File: config.mk
export PLATFORM = sky130hd
export DESIGN_NAME = control_fsm_flat
export DESIGN_NICKNAME = d
export VERILOG_FILES = /design/src/rtl/control_fsm_if.sv /design/src/rtl/control_fsm.sv /design/src/flat_wrapper.sv
export SDC_FILE = /design/constraint.sdc
export NUM_CORES = 1
export LEC_CHECK = 0
export BUFFER_PORTS_ARGS = -buffer_cell sky130_fd_sc_hd__buf_2
export CORE_MARGIN = 2
export CORE_UTILIZATION = 41
export DETAILED_ROUTE_END_ITERATION = 8
export GPL_TIMING_DRIVEN = 0
export PLACE_DENSITY = 0.8
export SETUP_SLACK_MARGIN = 0.2
export SLEW_MARGIN = 10
export SYNTH_ARGS = -nofsm -noshare
export SYNTH_HDL_FRONTEND = slang
export SYNTH_SLANG_ARGS = --single-unit
File: constraint.sdc
create_clock -name clk -period 3.44 [get_ports clk]
set_input_delay 1.032 -clock clk [delete_from_list [all_inputs] [get_ports clk]]
set_output_delay 1.032 -clock clk [all_outputs]
set_load 0.02 [all_outputs]
File: src/rtl/control_fsm_if.sv
// control_fsm_if: request/ready handshake between the BEAN-1 control unit and unified memory.
interface control_fsm_if;
  logic mem_req;
  logic mem_we;
  logic mem_ready;

  modport master (output mem_req, output mem_we, input mem_ready);
  modport slave  (input mem_req, input mem_we, output mem_ready);
endinterface

File: src/rtl/control_fsm.sv
// control_fsm: multi-cycle RV32I control unit for BEAN-1 (RST/FETCH/DECODE/EXEC/MEM/HALT).
// Define CTRL_ILLEGAL_TRAP_EN to halt on illegal encodings with a sticky illegal flag.
module control_fsm #(
  parameter int unsigned RESET_STALL = 1
) (
  input  logic          clk,
  input  logic          reset,
  input  logic [31:0]   instr,
  input  logic          jump,
  control_fsm_if.master mem,
  output logic          reg_WE,
  output logic          rs1_SEL,
  output logic          rs2_SEL,
  output logic          addrs_SEL,
  output logic          pc_EN,
  output logic          instr_EN,
  output logic          ALU_mem_EN,
  output logic          mem_in_EN,
  output logic [1:0]    reg_SEL,
  output logic [1:0]    pc_SEL,
  output logic [2:0]    imm_SEL,
  output logic [3:0]    ALU_MODE,
  output logic          instr_done,
  output logic          illegal
);

  localparam int unsigned CW = $clog2(RESET_STALL + 1);

  localparam logic [6:0] OPC_OP     = 7'b0110011;
  localparam logic [6:0] OPC_OPIMM  = 7'b0010011;
  localparam logic [6:0] OPC_LUI    = 7'b0110111;
  localparam logic [6:0] OPC_AUIPC  = 7'b0010111;
  localparam logic [6:0] OPC_JAL    = 7'b1101111;
  localparam logic [6:0] OPC_JALR   = 7'b1100111;
  localparam logic [6:0] OPC_BRANCH = 7'b1100011;
  localparam logic [6:0] OPC_LOAD   = 7'b0000011;
  localparam logic [6:0] OPC_STORE  = 7'b0100011;
  localparam logic [6:0] OPC_FENCE  = 7'b0001111;
  localparam logic [6:0] OPC_SYSTEM = 7'b1110011;

  typedef enum logic [2:0] {
    S_RST, S_FETCH, S_DECODE, S_EXEC, S_MEM, S_HALT
  } state_t;

  state_t        state, state_nxt;
  logic [CW-1:0] stall_cnt;
  logic [6:0]    opcode;
  logic [2:0]    funct3;
  logic [6:0]    funct7;
  logic          bad;
  logic          trap;
  logic          is_mem;
  logic [3:0]    alu_rr;
  logic [3:0]    alu_br;
  logic          req;
  logic          we;
  logic          unused_instr_bits;

  assign opcode = instr[6:0];
  assign funct3 = instr[14:12];
  assign funct7 = instr[31:25];
  assign unused_instr_bits = ^{instr[24:15], instr[11:7]};

  assign mem.mem_req = req;
  assign mem.mem_we  = we;

  always_comb begin
    bad = 1'b0;
    case (opcode)
      OPC_OP:    bad = !(funct7 == 7'b0000000 ||
                         (funct7 == 7'b0100000 && (funct3 == 3'b000 || funct3 == 3'b101)));
      OPC_OPIMM: begin
        if (funct3 == 3'b001)      bad = (funct7 != 7'b0000000);
        else if (funct3 == 3'b101) bad = !(funct7 == 7'b0000000 || funct7 == 7'b0100000);
      end
      // funct3 010/011 are reserved branch encodings
      OPC_BRANCH: bad = (funct3 == 3'b010) || (funct3 == 3'b011);
      OPC_LOAD, OPC_STORE: bad = (funct3 != 3'b010);
      OPC_LUI, OPC_AUIPC, OPC_JAL, OPC_JALR, OPC_FENCE, OPC_SYSTEM: bad = 1'b0;
      default: bad = 1'b1;
    endcase
  end

`ifdef CTRL_ILLEGAL_TRAP_EN
  assign trap = bad;
`else
  assign trap = 1'b0;
`endif

  assign is_mem = !bad && (opcode == OPC_LOAD || opcode == OPC_STORE);

  // instr[30] selects SUB only for register-register ops; in OP-IMM funct3=000 it is immediate data
  assign alu_rr = {((funct3 == 3'b000) && (opcode == OPC_OP) && instr[30]) ||
                   ((funct3 == 3'b101) && instr[30]), funct3};

  always_comb begin
    alu_br = 4'b0000;
    case (funct3)
      3'b000:  alu_br = 4'b1001;
      3'b001:  alu_br = 4'b1010;
      3'b100:  alu_br = 4'b0010;
      3'b101:  alu_br = 4'b1011;
      3'b110:  alu_br = 4'b0011;
      3'b111:  alu_br = 4'b1100;
      default: alu_br = 4'b0000;
    endcase
  end

  always_ff @(posedge clk or negedge reset) begin
    if (!reset) begin
      state     <= S_RST;
      stall_cnt <= '0;
    end else begin
      state     <= state_nxt;
      stall_cnt <= (state == S_RST) ? stall_cnt + CW'(1) : '0;
    end
  end

`ifdef CTRL_ILLEGAL_TRAP_EN
  logic illegal_q;

  always_ff @(posedge clk or negedge reset) begin
    if (!reset)                      illegal_q <= 1'b0;
    else if (state == S_EXEC && bad) illegal_q <= 1'b1;
  end

  assign illegal = illegal_q;
`else
  assign illegal = 1'b0;
`endif

  always_comb begin
    state_nxt = state;
    case (state)
      S_RST:    if (stall_cnt == CW'(RESET_STALL)) state_nxt = S_FETCH;
      S_FETCH:  if (mem.mem_ready) state_nxt = S_DECODE;
      S_DECODE: state_nxt = S_EXEC;
      S_EXEC: begin
        if (trap)        state_nxt = S_HALT;
        else if (is_mem) state_nxt = S_MEM;
        else             state_nxt = S_FETCH;
      end
      S_MEM:    if (mem.mem_ready) state_nxt = S_FETCH;
      S_HALT:   state_nxt = S_HALT;
      default:  state_nxt = S_RST;
    endcase
  end

  always_comb begin
    req        = 1'b0;
    we         = 1'b0;
    reg_WE     = 1'b0;
    rs1_SEL    = 1'b0;
    rs2_SEL    = 1'b0;
    addrs_SEL  = 1'b0;
    pc_EN      = 1'b0;
    instr_EN   = 1'b0;
    ALU_mem_EN = 1'b0;
    mem_in_EN  = 1'b0;
    reg_SEL    = 2'd0;
    pc_SEL     = 2'd0;
    imm_SEL    = 3'd0;
    ALU_MODE   = 4'b0000;
    case (state)
      S_FETCH: begin
        req       = 1'b1;
        addrs_SEL = 1'b1;
        mem_in_EN = 1'b1;
        instr_EN  = mem.mem_ready;
      end
      S_EXEC: begin
        if (trap) begin
          pc_EN = 1'b0;
        end else if (bad) begin
          pc_EN = 1'b1;
        end else begin
          case (opcode)
            OPC_OP: begin
              ALU_MODE = alu_rr; reg_SEL = 2'd1; reg_WE = 1'b1; pc_EN = 1'b1;
            end
            OPC_OPIMM: begin
              rs2_SEL = 1'b1; ALU_MODE = alu_rr; reg_SEL = 2'd1; reg_WE = 1'b1; pc_EN = 1'b1;
            end
            OPC_LUI: begin
              imm_SEL = 3'd3; reg_SEL = 2'd2; reg_WE = 1'b1; pc_EN = 1'b1;
            end
            OPC_AUIPC: begin
              rs1_SEL = 1'b1; rs2_SEL = 1'b1; imm_SEL = 3'd3;
              reg_SEL = 2'd1; reg_WE = 1'b1; pc_EN = 1'b1;
            end
            OPC_JAL: begin
              imm_SEL = 3'd4; reg_SEL = 2'd3; reg_WE = 1'b1; pc_SEL = 2'd2; pc_EN = 1'b1;
            end
            OPC_JALR: begin
              rs2_SEL = 1'b1; reg_SEL = 2'd3; reg_WE = 1'b1; pc_SEL = 2'd1; pc_EN = 1'b1;
            end
            OPC_BRANCH: begin
              imm_SEL = 3'd2; ALU_MODE = alu_br; pc_SEL = jump ? 2'd2 : 2'd0; pc_EN = 1'b1;
            end
            // address rs1+imm is already formed here so it is settled when MEM issues
            OPC_LOAD:  rs2_SEL = 1'b1;
            OPC_STORE: begin
              rs2_SEL = 1'b1; imm_SEL = 3'd1;
            end
            default: pc_EN = 1'b1;
          endcase
        end
      end
      S_MEM: begin
        req     = 1'b1;
        rs2_SEL = 1'b1;
        if (opcode == OPC_STORE) begin
          we         = 1'b1;
          ALU_mem_EN = 1'b1;
          imm_SEL    = 3'd1;
        end else begin
          mem_in_EN = 1'b1;
          reg_SEL   = 2'd0;
          reg_WE    = mem.mem_ready;
        end
        pc_EN = mem.mem_ready;
      end
      default: req = 1'b0;
    endcase
    instr_done = pc_EN;
  end

  // store data and load data share the memory bus
  a_no_bus_contention: assert property (@(posedge clk) disable iff (!reset)
                                        !(ALU_mem_EN && mem_in_EN));

endmodule

File: src/flat_wrapper.sv
// flat-port wrapper written by rule: the top's interface ports become plain ports
module control_fsm_flat 
#(
  parameter int unsigned RESET_STALL = 1
)
  (clk, reset, instr, jump, reg_WE, rs1_SEL, rs2_SEL, addrs_SEL, pc_EN, instr_EN, ALU_mem_EN, mem_in_EN, reg_SEL, pc_SEL, imm_SEL, ALU_MODE, instr_done, illegal, mem_mem_req, mem_mem_we, mem_mem_ready);
  control_fsm_if mem_i ();
  input  logic clk;
  input  logic reset;
  input  logic [31:0] instr;
  input  logic jump;
  output logic reg_WE;
  output logic rs1_SEL;
  output logic rs2_SEL;
  output logic addrs_SEL;
  output logic pc_EN;
  output logic instr_EN;
  output logic ALU_mem_EN;
  output logic mem_in_EN;
  output logic [1:0] reg_SEL;
  output logic [1:0] pc_SEL;
  output logic [2:0] imm_SEL;
  output logic [3:0] ALU_MODE;
  output logic instr_done;
  output logic illegal;
  output wire logic [$bits(mem_i.mem_req)-1:0] mem_mem_req;
  output wire logic [$bits(mem_i.mem_we)-1:0] mem_mem_we;
  input wire logic [$bits(mem_i.mem_ready)-1:0] mem_mem_ready;
  assign mem_mem_req = mem_i.mem_req;
  assign mem_mem_we = mem_i.mem_we;
  assign mem_i.mem_ready = mem_mem_ready;
  control_fsm #(.RESET_STALL(RESET_STALL)) u_core (.clk(clk), .reset(reset), .instr(instr), .jump(jump), .mem(mem_i), .reg_WE(reg_WE), .rs1_SEL(rs1_SEL), .rs2_SEL(rs2_SEL), .addrs_SEL(addrs_SEL), .pc_EN(pc_EN), .instr_EN(instr_EN), .ALU_mem_EN(ALU_mem_EN), .mem_in_EN(mem_in_EN), .reg_SEL(reg_SEL), .pc_SEL(pc_SEL), .imm_SEL(imm_SEL), .ALU_MODE(ALU_MODE), .instr_done(instr_done), .illegal(illegal));
endmodule
==> metrics.yaml, run 1 <==
final_layout:
  nets: 213
  final_area_mm2: 0.00153
  drive_above_1_share_pct: 54.9
  insertedDiodeCount: 0
  area_growth_pct: 82.4
  final_cells: 202
  final_util_pct: 78.7
clock_tree:
  ctsHoldBuffers: 0
  cts.sinks: 4
  cts_buffers: 3
  cts_tree: "yes"
  clkTransAtPathRegs_ps: 30
  clock-root-buffer: "clkbuf_4"
  clkLatencyLatePin_ps: 230
  clk_path_buf_depth: 2
  htreeDepth: 1
detailed_routing:
  antenna_left: 0
  wl_per_cell_um: 14.4
  drcViolationCount: 0
  routed_wl_um: 2910
  drt-initial-drc-count: 30
  vias_per_cell: 5.45
  vias: 1101
  first_pass_iters: 4
sta:
  skew_ps: 4.13
  setup-tns-final_ps: -2290
  fmax_ghz: 0.274
  fin_crit_ps: 3650
  setup_violations: 16
  fin_ws_ps: -207
  drv_slew: 0
  rsz0062_at_grt: "yes"
  fin_crit_sh_pct: 106
  hold_ws_ps: 423
  finalHoldViolCount: 0
yosys:
  postSynthCellCount: 118
  ys_warn_count: 0
  ys_seq_area_share_pct: 11.9
  syn_area_um2: 838
  synth_cell_type_count: 43
  ys_seq_elements: 4
  syn_avg_cell_area_um2: 7.10
  synth_nets: 154
floorplan:
  die_w_um: 49.2
  die_area_mm2: 0.00242
  core_area_mm2: 0.00194
  ios: 59
  fp-row-count: 16
  start_util_pct: 43.2
  fp.dieH_um: 49.2
pwr:
  power_density_mw_per_mm2: 117
  power.leakage_nw: 0.644
  p_total_uw: 179
  ir_drop_mv: 0.113
placed_design:
  dpl-instance-area_mm2: 0.00122
  dp_hpwl_um: 1830
  place_congestion: 0.809
  port_buffers: 41
  dp.cells: 186
  place_worst_setup_slack_ps: -299
critical_path:
  path_class: "in -> out"
  rr_worst_depth: 7
  cp-end-kind: "output port"
  worstPathMaxFanout: 5
  r2r-start: "u_core.state[0]$_DFFE_PN0P_"
  critical_path_required_ps: 2410
  cp.arrival_ps: 2620
  critPathLaunchType: "input pin"
  critPathLaunch: "instr[2]"
run_status:
  violations: "negative setup slack"
  status: "finished with violations"
hold_path:
  hp-class: "reg -> reg"
  holdPathStages: 1
  min_from: "u_core.stall_cnt$_DFF_PN0_"
global_route:
  grt_max_degree: 11
  grtUsageTotal_pct: 23.3
  grt_pass1_vias: 1073
  gr-total-overflow: 0
  antenna_found_initial: 0
  grt_pass1_wl_um: 4530
flow_run:
  drv_cap: 0
## placed cells by master (no fill, tap or decap), types with 2 or more instances in the layout
| cell type | synthesis | routed |
|---|---|---|
| nor3_4 | 0 | 4 |
| a21oi_1 | 9 | 6 |
| o211ai_1 | 4 | 4 |
| buf_6 | 3 | 16 |
| o21ai_1 | 1 | 3 |
| clkbuf_4 | 0 | 5 |
| inv_1 | 7 | 6 |
| dfrtp_1 | 4 | 4 |
| nand2_2 | 0 | 2 |
| nand2b_1 | 7 | 7 |
| buf_12 | 0 | 3 |
| buf_2 | 3 | 21 |
| nand2_1 | 12 | 10 |
| a21oi_4 | 0 | 3 |
| nor3b_1 | 2 | 2 |
| nor2_4 | 1 | 6 |
| nand3_1 | 3 | 3 |
| nor2_1 | 17 | 11 |
| mux2i_1 | 2 | 2 |
| buf_4 | 3 | 20 |
| o21ai_0 | 5 | 2 |
| nand3b_1 | 2 | 2 |
| a31oi_1 | 3 | 3 |
## cells in the mapped netlist
master / n / share of area, %
o21bai_1: 1 / 0.90
buf_6: 3 / 4.0
clkbuf_1: 1 / 0.45
o21a_1: 1 / 0.90
nor3_2: 3 / 3.6
a221oi_1: 1 / 1.0
nand4b_1: 1 / 1.0
o221ai_1: 1 / 1.0
nand3b_1: 2 / 1.8
o32ai_1: 1 / 1.0
or3_1: 1 / 0.75
nor3_1: 2 / 1.2
dfrtp_1: 4 / 12
a2111oi_4: 1 / 3.3
nand2b_1: 7 / 5.2
inv_1: 7 / 3.1
or2_2: 1 / 0.75
nor2_1: 17 / 7.6
or4_1: 1 / 0.90
buf_4: 3 / 2.7
o21ai_0: 5 / 3.0
nor2b_1: 1 / 0.75
o211ai_1: 4 / 3.6
or3b_1: 1 / 1.0
nand4bb_4: 1 / 3.3
nand4b_4: 1 / 2.8
conb_1: 1 / 0.45
and3_1: 2 / 1.5
nand2_1: 12 / 5.4
o311ai_2: 1 / 1.9
xor2_1: 1 / 1.0
mux2i_1: 2 / 2.4
nor4_1: 2 / 1.5
o21ai_1: 1 / 0.60
a22oi_1: 1 / 0.90
nor3b_1: 2 / 1.8
a21oi_1: 9 / 5.4
buf_2: 3 / 1.8
or4b_1: 1 / 1.2
nor2_4: 1 / 1.3
a31oi_1: 3 / 2.2
nand3_1: 3 / 1.8
a311oi_1: 1 / 1.0
## kinds of logic (layout without fill, tap and decap cells)
group | Yosys count | count (layout) | share of synthesized area (%)
compound gates | 31 | 31 | 26.9
xor+xnor | 1 | 1 | 1.04
buf+inv | 17 | 74 | 12.1
flops | 4 | 4 | 11.9
mux | 2 | 2 | 2.39
other cells | 1 | 1 | 0.447
simple gates | 62 | 62 | 45.2
## report_power, final
part | total, mW | leakage, nW | switching, mW | internal, mW
Combinational | 0.0746 | 0.585 | 0.0414 | 0.0331
Sequential | 0.0473 | 0.0455 | 0 | 0.0473
Clock | 0.0569 | 0.0138 | 0.0179 | 0.0389
Total | 0.179 | 0.644 | 0.0593 | 0.119
## per-layer routing
metal / global-route usage [%] / up-vias / part of all wire, %
met1: 26.2 / 501 / 37
li1: - / 541 / -
met5: 0 / - / 0
met2: 42.1 / 57 / 55
met4: 13.3 / 0 / 0.65
met3: 2.15 / 2 / 7.0
## what timing repair did
action                     CTS  global route
pin swaps                    8             6
setup endpoints to repair   19            19
gates cloned                 0             0
gates resized for setup     32            17
setup buffers                6             7
## critical path: stages
cell and delay (ps):
buf_6 90, buf_8 110, nand4bb_4 300, nor2_4 200, o211ai_1 120, and3_4 210
o32ai_4 300, buf_6 140, buf_6 100
## final cells by class
type	instances	area [um2]
fill	139	413
buffer	10	108
timing repair buffer	54	422
clock buffer	3	22.5
inverter	7	26.3
multi-input combinational	97	817
sequential	4	100
tap	27	33.8
## worst paths after layout
path / end / slack [ps]
max in group asynchronous: u_core.stall_cnt$_DFF_PN0_ / 2720
hold / removal: u_core.stall_cnt$_DFF_PN0_ / 420
setup / recovery: pc_EN / -210
setup reg to reg: u_core.state[2]$_DFFE_PN0P_ / 1770
min in group asynchronous: u_core.state[2]$_DFFE_PN0P_ / 600
hold reg to reg: u_core.stall_cnt$_DFF_PN0_ / 420
## sequential cells by signal, summed over array words and instances, names as in the netlist
signal            count
u_core.state          3
u_core.stall_cnt      1
No activity file was read; power rests on OpenSTA's default activity.
==> inputs of run 2 (changes only) <==
--- a/config.mk
+++ b/config.mk
@@ -17,2 +17,3 @@
 export SYNTH_HDL_FRONTEND = slang
 export SYNTH_SLANG_ARGS = --single-unit
+export TNS_END_PERCENT = 5
==> constraint.sdc (replaced) <==
create_clock -name clk -period 3.44 [get_ports clk]
set_input_delay 0.688 -clock clk [delete_from_list [all_inputs] [get_ports clk]]
set_output_delay 0.688 -clock clk [all_outputs]
set_load 0.02 [all_outputs]
==> run 2 against run 1 <==
Against the previous run:
- the flow now finishes without violations
- die area is the same
- sequential share of layout area grew 2.6 points
- non-clock buffer count fell by 13
- clock-buffer cell count unchanged
- sequential cell count did not move
- wire length shrank 27%
- critical path type unchanged
==> metrics.yaml, run 2 (synthesis results as in run 1) <==
global_route:
  grtUsageTotal_pct: 18.5
  grt_pass1_vias: 907
  gr-total-overflow: 0
  grt_max_degree: 11
  antenna_found_initial: 0
  grt_pass1_wl_um: 3670
clock_tree:
  clock-root-buffer: "clkbuf_4"
  cts_resized: 0
  clk_path_buf_depth: 2
  post_cts_buffers: 0
  ctsHoldBuffers: 0
  htreeDepth: 1
  clkLatencyLatePin_ps: 230
  cts.sinks: 4
  clkTransAtPathRegs_ps: 40
  cts_tree: "yes"
  cts_buffers: 3
sta:
  fin_crit_sh_pct: 89.7
  rsz0062_at_grt: "no"
  setup_violations: 0
  skew_ps: 1.52
  drv_slew: 0
  finalHoldViolCount: 0
  setup-tns-final_ps: 0
  fmax_ghz: 0.324
  fin_ws_ps: 353
  fin_crit_ps: 3090
placed_design:
  dpl-instance-area_mm2: 0.00108
  port_buffers: 41
  dp_hpwl_um: 1750
  place_worst_setup_slack_ps: 339
  place_congestion: 0.840
critical_path:
  path_class: "in -> out"
  worstPathMaxFanout: 10
  crit_top_cell: "buf_2"
  critPathLaunchType: "input pin"
  rr_worst_depth: 7
  cpPeakStageDelay_ps: 290
  cp-end-kind: "output port"
  cp.arrival_ps: 2400
  critical_path_required_ps: 2750
  reg2reg_slack_ps: 1760
  critical-path-slowest-cell: "o32ai_1"
  rr_endpoint: "u_core.state[2]$_DFFE_PN0P_"
  crit_chain: "buf_2 > buf_6 > nand4bb_4 > nor2_4 > o211ai_1 > and3_1 > o32ai_1 > buf_4 > buf_2"
  r2r-start: "u_core.state[0]$_DFFE_PN0P_"
detailed_routing:
  wl_per_cell_um: 11.3
  antenna_left: 0
  first_pass_iters: 4
  drcViolationCount: 0
  drt-initial-drc-count: 14
  routed_wl_um: 2140
  vias_per_cell: 5.13
  vias: 969
floorplan:
  die_w_um: 49.2
  ios: 59
  fp.dieH_um: 49.2
  core_area_mm2: 0.00194
  start_util_pct: 43.2
  fp-row-count: 16
  die_area_mm2: 0.00242
final_layout:
  nets: 200
  largest_register_ff_count: 3
  final_area_mm2: 0.00110
  register_area_um2: 100
  final_util_pct: 56.6
  final_common_cell: "buf_2"
  insertedDiodeCount: 0
  layout_common_cells: "buf_2, nor2_1, nand2_1, a21oi_1"
  area_growth_pct: 31.2
  multi_input_area_um2: 637
  drive_above_1_share_pct: 38.3
  reg_top3: "u_core.state x3, u_core.stall_cnt x1"
  fill_cells: 195
  largest_register: "u_core.state"
run_status:
  status: "complete, no violations"
pwr:
  power_density_mw_per_mm2: 145
  power.leakage_nw: 0.511
  ir_drop_mv: 0.115
flow_run:
  drv_cap: 0
hold_path:
  hp-class: "in -> async"
-- run 2: cell types whose count changed in the layout (fill, tap and decap cells not counted), moves of 3 or more --
cell | before | now
o21ai_0 | 2 | 5
a21oi_4 | 3 | 0
nor2_1 | 11 | 17
buf_6 | 16 | 3
buf_12 | 3 | 0
buf_4 | 20 | 3
nor2_4 | 6 | 1
a21oi_1 | 6 | 9
nor3_4 | 4 | 0
buf_2 | 21 | 44
-- run 2: worst max-delay path by stage --
stage / depth (start not counted) / from / end
floorplan: 7 / instr[2] / pc_EN
global placement: 9 / instr[2] / pc_EN
detailed placement: 9 / instr[2] / pc_EN
CTS: 9 / instr[2] / pc_EN
global route: 9 / instr[2] / pc_EN
finish: 9 / instr[2] / pc_EN
-- run 2: metrics by stage --
stage / power, mW / cells / hold slack, ps
CTS: 0.163 / 189 / 240
finish: 0.159 / 189 / 250
global route: 0.174 / 189 / 239
global placement: 0.0987 / 186 / 410
floorplan: 0.0793 / 118 / 392
detailed placement: 0.101 / 186 / 423
-- run 2: final cells by class --
cell class              count  share of cell area (%)
well taps                  27                    3.07
multi-input cells          97                    57.9
clock buffers               3                    2.05
flip-flops and latches      4                    9.10
repair buffers             41                    18.7
plain buffers              10                    6.83
inverters                   7                    2.39
-- run 2: report_power, final --
part	switching (mW)	internal, mW	total [mW]
Clock	0.0197	0.0391	0.0587
Combinational	0.0303	0.0230	0.0533
Sequential	0	0.0473	0.0473
Total	0.0499	0.109	0.159
-- run 2: layer usage --
layer | track usage (%) | wire, um | part of all wire (%) | vias to the layer above
li1 | - | - | - | 511
met1 | 22.4 | 970 | 45 | 416
met2 | 34.0 | 1040 | 49 | 40
met3 | 1.84 | 117 | 5.5 | 2
met4 | 5.24 | 10 | 0.47 | 0
met5 | 0 | 0 | 0 | -
-- run 2: critical path: cells and delay by family --
family	cells	cell delay, ps
AO/OA/AOI/OAI	2	460
buffers and inverters	4	550
AND/OR/NAND/NOR	3	710
